### config.mk
export PLATFORM = sky130hd
export DESIGN_NAME = baud_tick_gen_flat
export DESIGN_NICKNAME = d
export VERILOG_FILES = /design/src/rtl/baud_tick_gen_if.sv /design/src/rtl/baud_tick_gen.sv /design/src/flat_wrapper.sv
export SDC_FILE = /design/constraint.sdc
export NUM_CORES = 1
export LEC_CHECK = 0
export ABC_AREA = 1
export BUFFER_PORTS_ARGS = -buffer_cell sky130_fd_sc_hd__buf_2
export CAP_MARGIN = 40
export CORE_UTILIZATION = 40
export CTS_CLUSTER_DIAMETER = 40
export DETAILED_ROUTE_END_ITERATION = 10
export PLACE_DENSITY = 0.68
export SYNTH_ARGS = -nofsm -noshare
export SYNTH_HDL_FRONTEND = slang
export SYNTH_SLANG_ARGS = --single-unit
### constraint.sdc
create_clock -name clk -period 3.15 [get_ports clk]
set_input_delay 0.63 -clock clk [delete_from_list [all_inputs] [get_ports clk]]
set_output_delay 0.63 -clock clk [all_outputs]
set_load 0.01 [all_outputs]
### src/rtl/baud_tick_gen_if.sv
`default_nettype none
// ============================================================================
//  Module   : baud_tick_gen_if
//  Brief    : Control/strobe bundle between UART register block and baud timer
//  Revision : 1.0
// ============================================================================
interface baud_tick_gen_if #(
    parameter int DIV_W      = 16,
    parameter int FRAC_W     = 4,
    parameter int OVERSAMPLE = 16
);
    logic                          enable;
    logic                          load;
    logic [DIV_W-1:0]              div_int;
    logic [FRAC_W-1:0]             div_frac;
    logic                          resync;
    logic                          os_tick;
    logic                          mid_tick;
    logic                          bit_tick;
    logic [$clog2(OVERSAMPLE)-1:0] os_phase;
    logic                          cfg_err;

    modport master (
        output enable, load, div_int, div_frac, resync,
        input  os_tick, mid_tick, bit_tick, os_phase, cfg_err
    );

    modport slave (
        input  enable, load, div_int, div_frac, resync,
        output os_tick, mid_tick, bit_tick, os_phase, cfg_err
    );
endinterface
`default_nettype wire

### src/rtl/baud_tick_gen.sv
`default_nettype none
// ============================================================================
//  Module   : baud_tick_gen
//  Brief    : Fractional-N UART baud strobe generator (oversample/mid/bit ticks)
//  Revision : 1.0
// ============================================================================
module baud_tick_gen #(
    parameter int DIV_W       = 16,
    parameter int FRAC_W      = 4,
    parameter int OVERSAMPLE  = 16,
    parameter int DEFAULT_DIV = 163
) (
    input  wire logic      clk,
    input  wire logic      rst,
    baud_tick_gen_if.slave bus
);
    localparam int                  c_ph_w     = $clog2(OVERSAMPLE);
    localparam logic [c_ph_w-1:0]   c_mid_idx  = c_ph_w'(OVERSAMPLE / 2 - 1);
    localparam logic [c_ph_w-1:0]   c_last_idx = c_ph_w'(OVERSAMPLE - 1);
    localparam logic [DIV_W:0]      c_one      = (DIV_W + 1)'(1);

    logic [DIV_W-1:0]  r_act_int;
    logic [FRAC_W-1:0] r_act_frac;
    logic [DIV_W-1:0]  r_cnt;
    logic [FRAC_W-1:0] r_acc;
    logic              r_carry;
    logic [c_ph_w-1:0] r_os_cnt;
    logic              r_os_tick;
    logic              r_mid_tick;
    logic              r_bit_tick;
    logic              r_cfg_err;

    logic [DIV_W:0]    w_period;
    logic              w_last;
    logic [FRAC_W:0]   w_frac_sum;
    logic              w_run;

    // Period is one bit wider so act_int = all-ones plus carry cannot wrap.
    assign w_period   = {1'b0, r_act_int} + {{DIV_W{1'b0}}, r_carry};
    assign w_last     = ({1'b0, r_cnt} == (w_period - c_one));
    assign w_frac_sum = {1'b0, r_acc} + {1'b0, r_act_frac};
    assign w_run      = bus.enable && !r_cfg_err;

    always_ff @(posedge clk or posedge rst) begin
        if (rst) begin
            r_act_int  <= DIV_W'(DEFAULT_DIV);
            r_act_frac <= '0;
            r_cnt      <= '0;
            r_acc      <= '0;
            r_carry    <= 1'b0;
            r_os_cnt   <= '0;
            r_os_tick  <= 1'b0;
            r_mid_tick <= 1'b0;
            r_bit_tick <= 1'b0;
            r_cfg_err  <= 1'b0;
        end else begin
            r_os_tick  <= 1'b0;
            r_mid_tick <= 1'b0;
            r_bit_tick <= 1'b0;
            if (bus.load) begin
                r_act_int  <= bus.div_int;
                r_act_frac <= bus.div_frac;
                r_cnt      <= '0;
                r_acc      <= '0;
                r_carry    <= 1'b0;
                r_os_cnt   <= '0;
                r_cfg_err  <= (bus.div_int < DIV_W'(2));
            end else if (bus.resync) begin
                r_cnt      <= '0;
                r_acc      <= '0;
                r_carry    <= 1'b0;
                r_os_cnt   <= '0;
            end else if (w_run) begin
                if (w_last) begin
                    // Fraction overflow stretches the next oversample period by one clk.
                    r_cnt               <= '0;
                    {r_carry, r_acc}    <= w_frac_sum;
                    r_os_tick           <= 1'b1;
                    r_mid_tick          <= (r_os_cnt == c_mid_idx);
                    r_bit_tick          <= (r_os_cnt == c_last_idx);
                    r_os_cnt            <= r_os_cnt + 1'b1;
                end else begin
                    r_cnt <= r_cnt + 1'b1;
                end
            end
        end
    end

    assign bus.os_tick  = r_os_tick;
    assign bus.mid_tick = r_mid_tick;
    assign bus.bit_tick = r_bit_tick;
    assign bus.os_phase = r_os_cnt;
    assign bus.cfg_err  = r_cfg_err;

endmodule
`default_nettype wire

### src/flat_wrapper.sv
// flat-port wrapper written by rule: the top's interface ports become plain ports
module baud_tick_gen_flat 
#(
    parameter int DIV_W       = 16,
    parameter int FRAC_W      = 4,
    parameter int OVERSAMPLE  = 16,
    parameter int DEFAULT_DIV = 163
)
  (clk, rst, bus_enable, bus_load, bus_div_int, bus_div_frac, bus_resync, bus_os_tick, bus_mid_tick, bus_bit_tick, bus_os_phase, bus_cfg_err);
  baud_tick_gen_if #(.DIV_W(DIV_W), .FRAC_W(FRAC_W), .OVERSAMPLE(OVERSAMPLE)) bus_i ();
  input  wire logic clk;
  input  wire logic rst;
  input wire logic [$bits(bus_i.enable)-1:0] bus_enable;
  input wire logic [$bits(bus_i.load)-1:0] bus_load;
  input wire logic [$bits(bus_i.div_int)-1:0] bus_div_int;
  input wire logic [$bits(bus_i.div_frac)-1:0] bus_div_frac;
  input wire logic [$bits(bus_i.resync)-1:0] bus_resync;
  output wire logic [$bits(bus_i.os_tick)-1:0] bus_os_tick;
  output wire logic [$bits(bus_i.mid_tick)-1:0] bus_mid_tick;
  output wire logic [$bits(bus_i.bit_tick)-1:0] bus_bit_tick;
  output wire logic [$bits(bus_i.os_phase)-1:0] bus_os_phase;
  output wire logic [$bits(bus_i.cfg_err)-1:0] bus_cfg_err;
  assign bus_i.enable = bus_enable;
  assign bus_i.load = bus_load;
  assign bus_i.div_int = bus_div_int;
  assign bus_i.div_frac = bus_div_frac;
  assign bus_i.resync = bus_resync;
  assign bus_os_tick = bus_i.os_tick;
  assign bus_mid_tick = bus_i.mid_tick;
  assign bus_bit_tick = bus_i.bit_tick;
  assign bus_os_phase = bus_i.os_phase;
  assign bus_cfg_err = bus_i.cfg_err;
  baud_tick_gen #(.DIV_W(DIV_W), .FRAC_W(FRAC_W), .OVERSAMPLE(OVERSAMPLE), .DEFAULT_DIV(DEFAULT_DIV)) u_core (.clk(clk), .rst(rst), .bus(bus_i));
endmodule
==> impl_metrics.json, run 1 <==
{
  "status": "finished, final reports clean",
  "synth_nets": 495,
  "post_cts_resized": 0,
  "power_density_nw_per_um2": 357.8,
  "post_cts.repair.setup_buffers": 0,
  "grt-ovfl-total": 0,
  "dpl_cell_area_um2": 3681,
  "cts_buffers": 5,
  "post-route-period-util_pct": 77.62,
  "grt_pass1_vias": 2897,
  "synth_cell_types": 34,
  "num_rows": 33,
  "root_buffer": "clkbuf_8",
  "n_antenna_cell": 0,
  "cp.required_ps": 3390,
  "via_per_inst": 4.983,
  "min_path_type": "in -> async",
  "grt_pass1_wl_um": 13770,
  "synth_area_um2": 3408,
  "ant_nets": 0,
  "fin_area_um2": 3780,
  "fin_setup_tns_ps": 0,
  "synth_ff_type": "dfrtp_1",
  "syn_to_final_growth_pct": 10.90,
  "report.final.hold_viol_count": 0,
  "yosysWarnings": 0,
  "cts_hold_buf": 0,
  "path_max_fanout": 8,
  "wirelength_um": 7973,
  "wl_per_cell_um": 13.27,
  "setup_viol": 0,
  "p_leak_nw": 1.885,
  "globalplace.congestion": 0.9254,
  "synth_edf_count": 0,
  "avgSynthCellArea_um2": 7.393,
  "num_vias": 2995,
  "clkSlewWorstSetupHoldPaths_ps": 100,
  "finalClockSkew_ps": 7.611,
  "tightest_slew_ps": 544.9,
  "start_util_pct": 41.48,
  "slew_violations": 0,
  "synth_seq_cells": 49,
  "htree_levels": 2,
  "track_usage_pct": 19.99,
  "port_buffers": 32,
  "io_pins": 33,
  "die_h_um": 94.31,
  "arrival_ps": 2680,
  "yosysSeqAreaShare_pct": 36.12,
  "max-cap-violations": 0,
  "critical_path_class": "reg -> reg",
  "fmax_mhz": 409.0,
  "core_um2": 8217,
  "clk_path_buf_depth": 2,
  "drtIter0Drc": 100,
  "grt_max_degree": 39,
  "final_nets": 529,
  "die_x_um": 94.31,
  "period_minus_slack_ps": 2445,
  "firstDrtPassIters": 5,
  "peakVddDrop_mv": 0.2550,
  "async_flop_share_pct": 100.0,
  "drcViolationCount": 0,
  "antenna_found_initial": 0,
  "clock_latency_ps": 310,
  "startpoint_type": "register",
  "drive_gt1_share_pct": 19.15,
  "cts_tree": "yes",
  "rsz0062_at_grt": "no",
  "hpwl_um": 6373,
  "dieArea_um2": 8893,
  "clock_sinks": 49,
  "syn_inst": 461,
  "cp-end-kind": "register",
  "slew_headroom_pct": 63.62
}
==> worst max-delay path, stage by stage, from the launching register on <==
cell	delay (ps)
dfstp_2	530
inv_1	60
ha_1	260
ha_1	320
xor2_1	220
nand3_1	100
nor2_1	120
nand3_1	80
nor2_1	100
nand3_1	120
nor2_4	220
nand3_2	130
nor2_1	110
==> cells by family after synthesis <==
| logic type | share of synthesized area (%) |
|---|---|
| flip-flops | 36.12 |
| XOR/XNOR | 6.938 |
| AND/OR/NAND/NOR | 38.66 |
| adder cells (fa/ha/maj) | 3.524 |
| buffers and inverters | 7.599 |
| AO/OA/AOI/OAI | 7.158 |
==> metrics by stage <==
step	util [%]	cells	hold WS [ps]	power, mW	setup slack [ps]
2_1_floorplan	-	461	445.9	0.8832	1034
3_3_place_gp	44.80	593	487.5	0.9498	822.6
3_5_place_dp	44.80	593	489.9	0.9563	759.9
4_1_cts	46.00	601	375.7	1.363	737.7
5_1_grt	46.00	601	401.6	1.434	551.1
6_report	46.00	601	355.6	1.353	705.1
==> where the power goes <==
part / leakage [nW] / switching [mW] / total (mW) / internal (mW)
Combinational: 1.20 / 0.167 / 0.256 / 0.0883
Clock: 0.0478 / 0.227 / 0.408 / 0.181
Sequential: 0.640 / 0.0316 / 0.689 / 0.657
==> routing by layer <==
layer	GRT usage [%]	vias up	share of wire, %
met3	2.913	10	3.7
met4	5.641	0	1.9
met2	32.73	68	47
met1	27.36	1367	47
li1	-	1550	-
met5	0	-	0
==> worst paths after layout <==
| path | endpoint | cells past startpoint | startpoint | slack [ps] |
|---|---|---|---|---|
| min | u_core.r_cnt[9] | 2 | rst | 360 |
| max in group asynchronous | u_core.r_act_int[5] | 3 | rst | 2120 |
| max reg2reg | u_core.bus.bit_tick | 12 | u_core.r_act_int[0] | 710 |
| max | u_core.bus.bit_tick | 12 | u_core.r_act_int[0] | 710 |
| min reg2reg | u_core.r_act_frac[3] | 2 | u_core.r_act_frac[3] | 510 |
| min in group clk | u_core.r_act_frac[3] | 2 | u_core.r_act_frac[3] | 510 |
==> state kept, by name (all words and copies together), names as in the netlist <==
register and count:
u_core.r_act_int 16, u_core.bus.mid_tick 1, u_core.r_carry 1, u_core.bus.os_tick 1, u_core.r_acc 4, u_core.bus.os_phase 4
u_core.r_cnt 16, u_core.bus.bit_tick 1, u_core.bus.cfg_err 1, u_core.r_act_frac 4
==> cell usage in the layout (no fill, tap or decap), types with 3 or more instances in the layout <==
master    netlist  final
clkbuf_8        0      6
dfrtp_1        45     45
ha_1            8      8
nand2_2         9      9
nor2_4          6      6
xor2_1         18     18
dfstp_2         4      4
nor3_1          6      6
o21ai_0        22     22
nand3b_1        3      3
nand3_1        47     47
buf_2           0     32
nor2_2          8      8
nand2_1       135    135
nor2_1         30     30
buf_4           0      5
nand4_1        12     12
xnor2_1         9      9
nand3_2         4      4
a21oi_1         5      5
nor4_1          5      5
inv_1          51     50
nand2_4         3      3
o21ai_2        10     10
==> cell type report <==
class	count	area, um^2
Timing Repair Buffer	37	197.7
Tap cell	105	131.4
Clock inverter	2	16.27
Fill cell	819	4437
Multi-Input combinational cell	348	1918
Clock buffer	6	82.58
Inverter	54	202.7
Sequential cell	49	1231
==> cells in the mapped netlist, types with 2 or more instances <==
library cell | number | share of area [%]
nand2_1 | 135 | 15
inv_1 | 51 | 5.6
nand3_1 | 47 | 6.9
dfrtp_1 | 45 | 33
nor2_1 | 30 | 3.3
o21ai_0 | 22 | 3.2
xor2_1 | 18 | 4.6
nand4_1 | 12 | 2.2
o21ai_2 | 10 | 2.6
nand2_2 | 9 | 1.7
xnor2_1 | 9 | 2.3
ha_1 | 8 | 2.9
nor2_2 | 8 | 1.5
clkbuf_1 | 7 | 0.77
nor2_4 | 6 | 2.0
nor3_1 | 6 | 0.88
a21oi_1 | 5 | 0.73
nor4_1 | 5 | 0.92
dfstp_2 | 4 | 3.1
nand3_2 | 4 | 1.2
nand2_4 | 3 | 0.99
nand3b_1 | 3 | 0.66
clkbuf_2 | 2 | 0.29
clkinv_1 | 2 | 0.22
Note: power is estimated with default switching activity, not from simulation.
==> run 2, diff against run 1 <==
==> constraint.sdc (replaced) <==
create_clock -name clk -period 2.55 [get_ports clk]
set_input_delay 0.51 -clock clk [delete_from_list [all_inputs] [get_ports clk]]
set_output_delay 0.51 -clock clk [all_outputs]
set_load 0.01 [all_outputs]
==> impl_metrics.json, run 2 (same netlist as run 1, synthesis figures left out) <==
{
  "startpoint_type": "register",
  "min_path_type": "in -> async",
  "cp_cell_sequence": "inv_1, ha_2, ha_2, xor2_1, nand3_1, nor2_1, nand3_1, nor2_1, nand3_1, nor2_4, nand3_2, nor2_1",
  "clk_path_buf_depth": 2,
  "rsz0062_at_grt": "no",
  "num_vias": 2960,
  "track_usage_pct": 19.93,
  "core_um2": 8217,
  "period_minus_slack_ps": 2353,
  "io_pins": 33,
  "slew_headroom_pct": 58.69,
  "wl_per_cell_um": 13.12,
  "layout_commonest_cell": "nand2_1",
  "critPathSlowestCell": "dfstp_2",
  "final_nets": 529,
  "grt_pass1_wl_um": 13720,
  "dieArea_um2": 8893,
  "final_util_pct": 46.31,
  "antenna_found_initial": 0,
  "clock_latency_ps": 300,
  "r2r_start": "u_core.r_act_int[0]",
  "max-cap-violations": 0,
  "hpwl_um": 6173,
  "start_util_pct": 41.48,
  "root_buffer": "clkbuf_8",
  "drcViolationCount": 0,
  "die_x_um": 94.31,
  "cpLargestDelayFamily": "simple AND/OR/NAND/NOR gates",
  "drive_gt1_share_pct": 19.76,
  "peakVddDrop_mv": 0.2560,
  "dpl_cell_area_um2": 3681,
  "grt_max_degree": 50,
  "status": "finished, final reports clean",
  "firstDrtPassIters": 4,
  "via_per_inst": 4.925,
  "wirelength_um": 7886,
  "num_rows": 33,
  "clock_sinks": 49,
  "globalplace.congestion": 0.9669,
  "drtIter0Drc": 170,
  "power_density_nw_per_um2": 460.0,
  "p_leak_nw": 1.895,
  "dp_cells": 593,
  "cts_buffers": 5,
  "finalClockSkew_ps": 4.125,
  "cp.required_ps": 2790,
  "worst-path-buf-inv": 1,
  "report.final.hold_viol_count": 0,
  "setup_viol": 0,
  "r2r_cells": 12,
  "tightest_slew_ps": 619.7,
  "path_max_fanout": 8,
  "cts_tree": "yes",
  "grt-ovfl-total": 0,
  "critical_path_class": "reg -> reg",
  "syn_to_final_growth_pct": 11.64,
  "crit_start": "u_core.r_act_int[0]",
  "cp_num_cells": 12,
  "instances_no_fill": 601,
  "n_antenna_cell": 0,
  "final_cell_mix": "134 x nand2_1, 50 x inv_1, 47 x nand3_1",
  "post-route-period-util_pct": 92.28,
  "port_buffers": 32,
  "htree_levels": 2,
  "fin_setup_tns_ps": 0,
  "nFillCells": 823,
  "fmax_mhz": 425.0,
  "arrival_ps": 2600,
  "top_regs": "u_core.r_act_int (16), u_core.r_cnt (16)",
  "clkSlewWorstSetupHoldPaths_ps": 100,
  "cp-end-kind": "register",
  "grt_pass1_vias": 2933,
  "slew_violations": 0,
  "max_stage_delay_ps": 520,
  "die_h_um": 94.31,
  "holdWs_ps": 348.5,
  "fin_area_um2": 3805,
  "ant_nets": 0
}
run 2: cell types whose count changed in the layout (fill, tap and decap cells not counted), sizes merged:
cell	delta
bufinv	+1
clkbuf	-1
clkinvlp	-1
inv	+1
run 2: per-stage QoR:
step                      setup WS [ps]  total power, mW
after floorplan                   434.3            1.091
after global placement            253.2            1.171
after detailed placement          152.6            1.177
after CTS                         138.9            1.772
after global routing              47.39            1.852
final                             196.9            1.750
run 2: what timing repair did:
| item | CTS | global route |
|---|---|---|
| setup endpoints to repair | 0 | 11 |
| resized for setup | 0 | 3 |
| setup buffers | 0 | 0 |
| hold buffers | 0 | 0 |
run 2: cell type report:
cell class	instances	area, um^2	share of cell area [%]
multi-input cells	348	1926	50.61
inverters	54	202.7	5.327
clock inverters	3	47.55	1.250
flip-flops and latches	49	1231	32.36
clock buffers	5	68.82	1.809
repair buffers	37	197.7	5.196
well taps	105	131.4	3.453
run 2: where the power goes:
group	total, mW	switching (mW)	internal, mW
Clock	0.588	0.288	0.300
Combinational	0.313	0.204	0.109
Sequential	0.850	0.0384	0.812
Total	1.75	0.530	1.22
run 2: per-layer routing:
metal  track usage (%)  wire length [um]  vias to the layer above
met5                 0                 0                        -
met4             5.513               139                        0
met3             3.883               391                       10
met2             33.51              3696                       72
met1             25.96              3659                     1330
li1                  -                 -                     1548
run 2: path summary, 6_finish.rpt:
check	end	slack, ps
max in group asynchronous	u_core.r_act_int[2]	1780
max	u_core.bus.bit_tick	200
min reg2reg	u_core.r_act_int[0]	510
min in group clk	u_core.r_act_frac[3]	400
max reg2reg	u_core.bus.bit_tick	200
min	u_core.r_acc[0]	350
run 2: tightest hold or removal path: cells and delay by family:
family | cells | cell delay, ps
buffers and inverters | 3 | 620
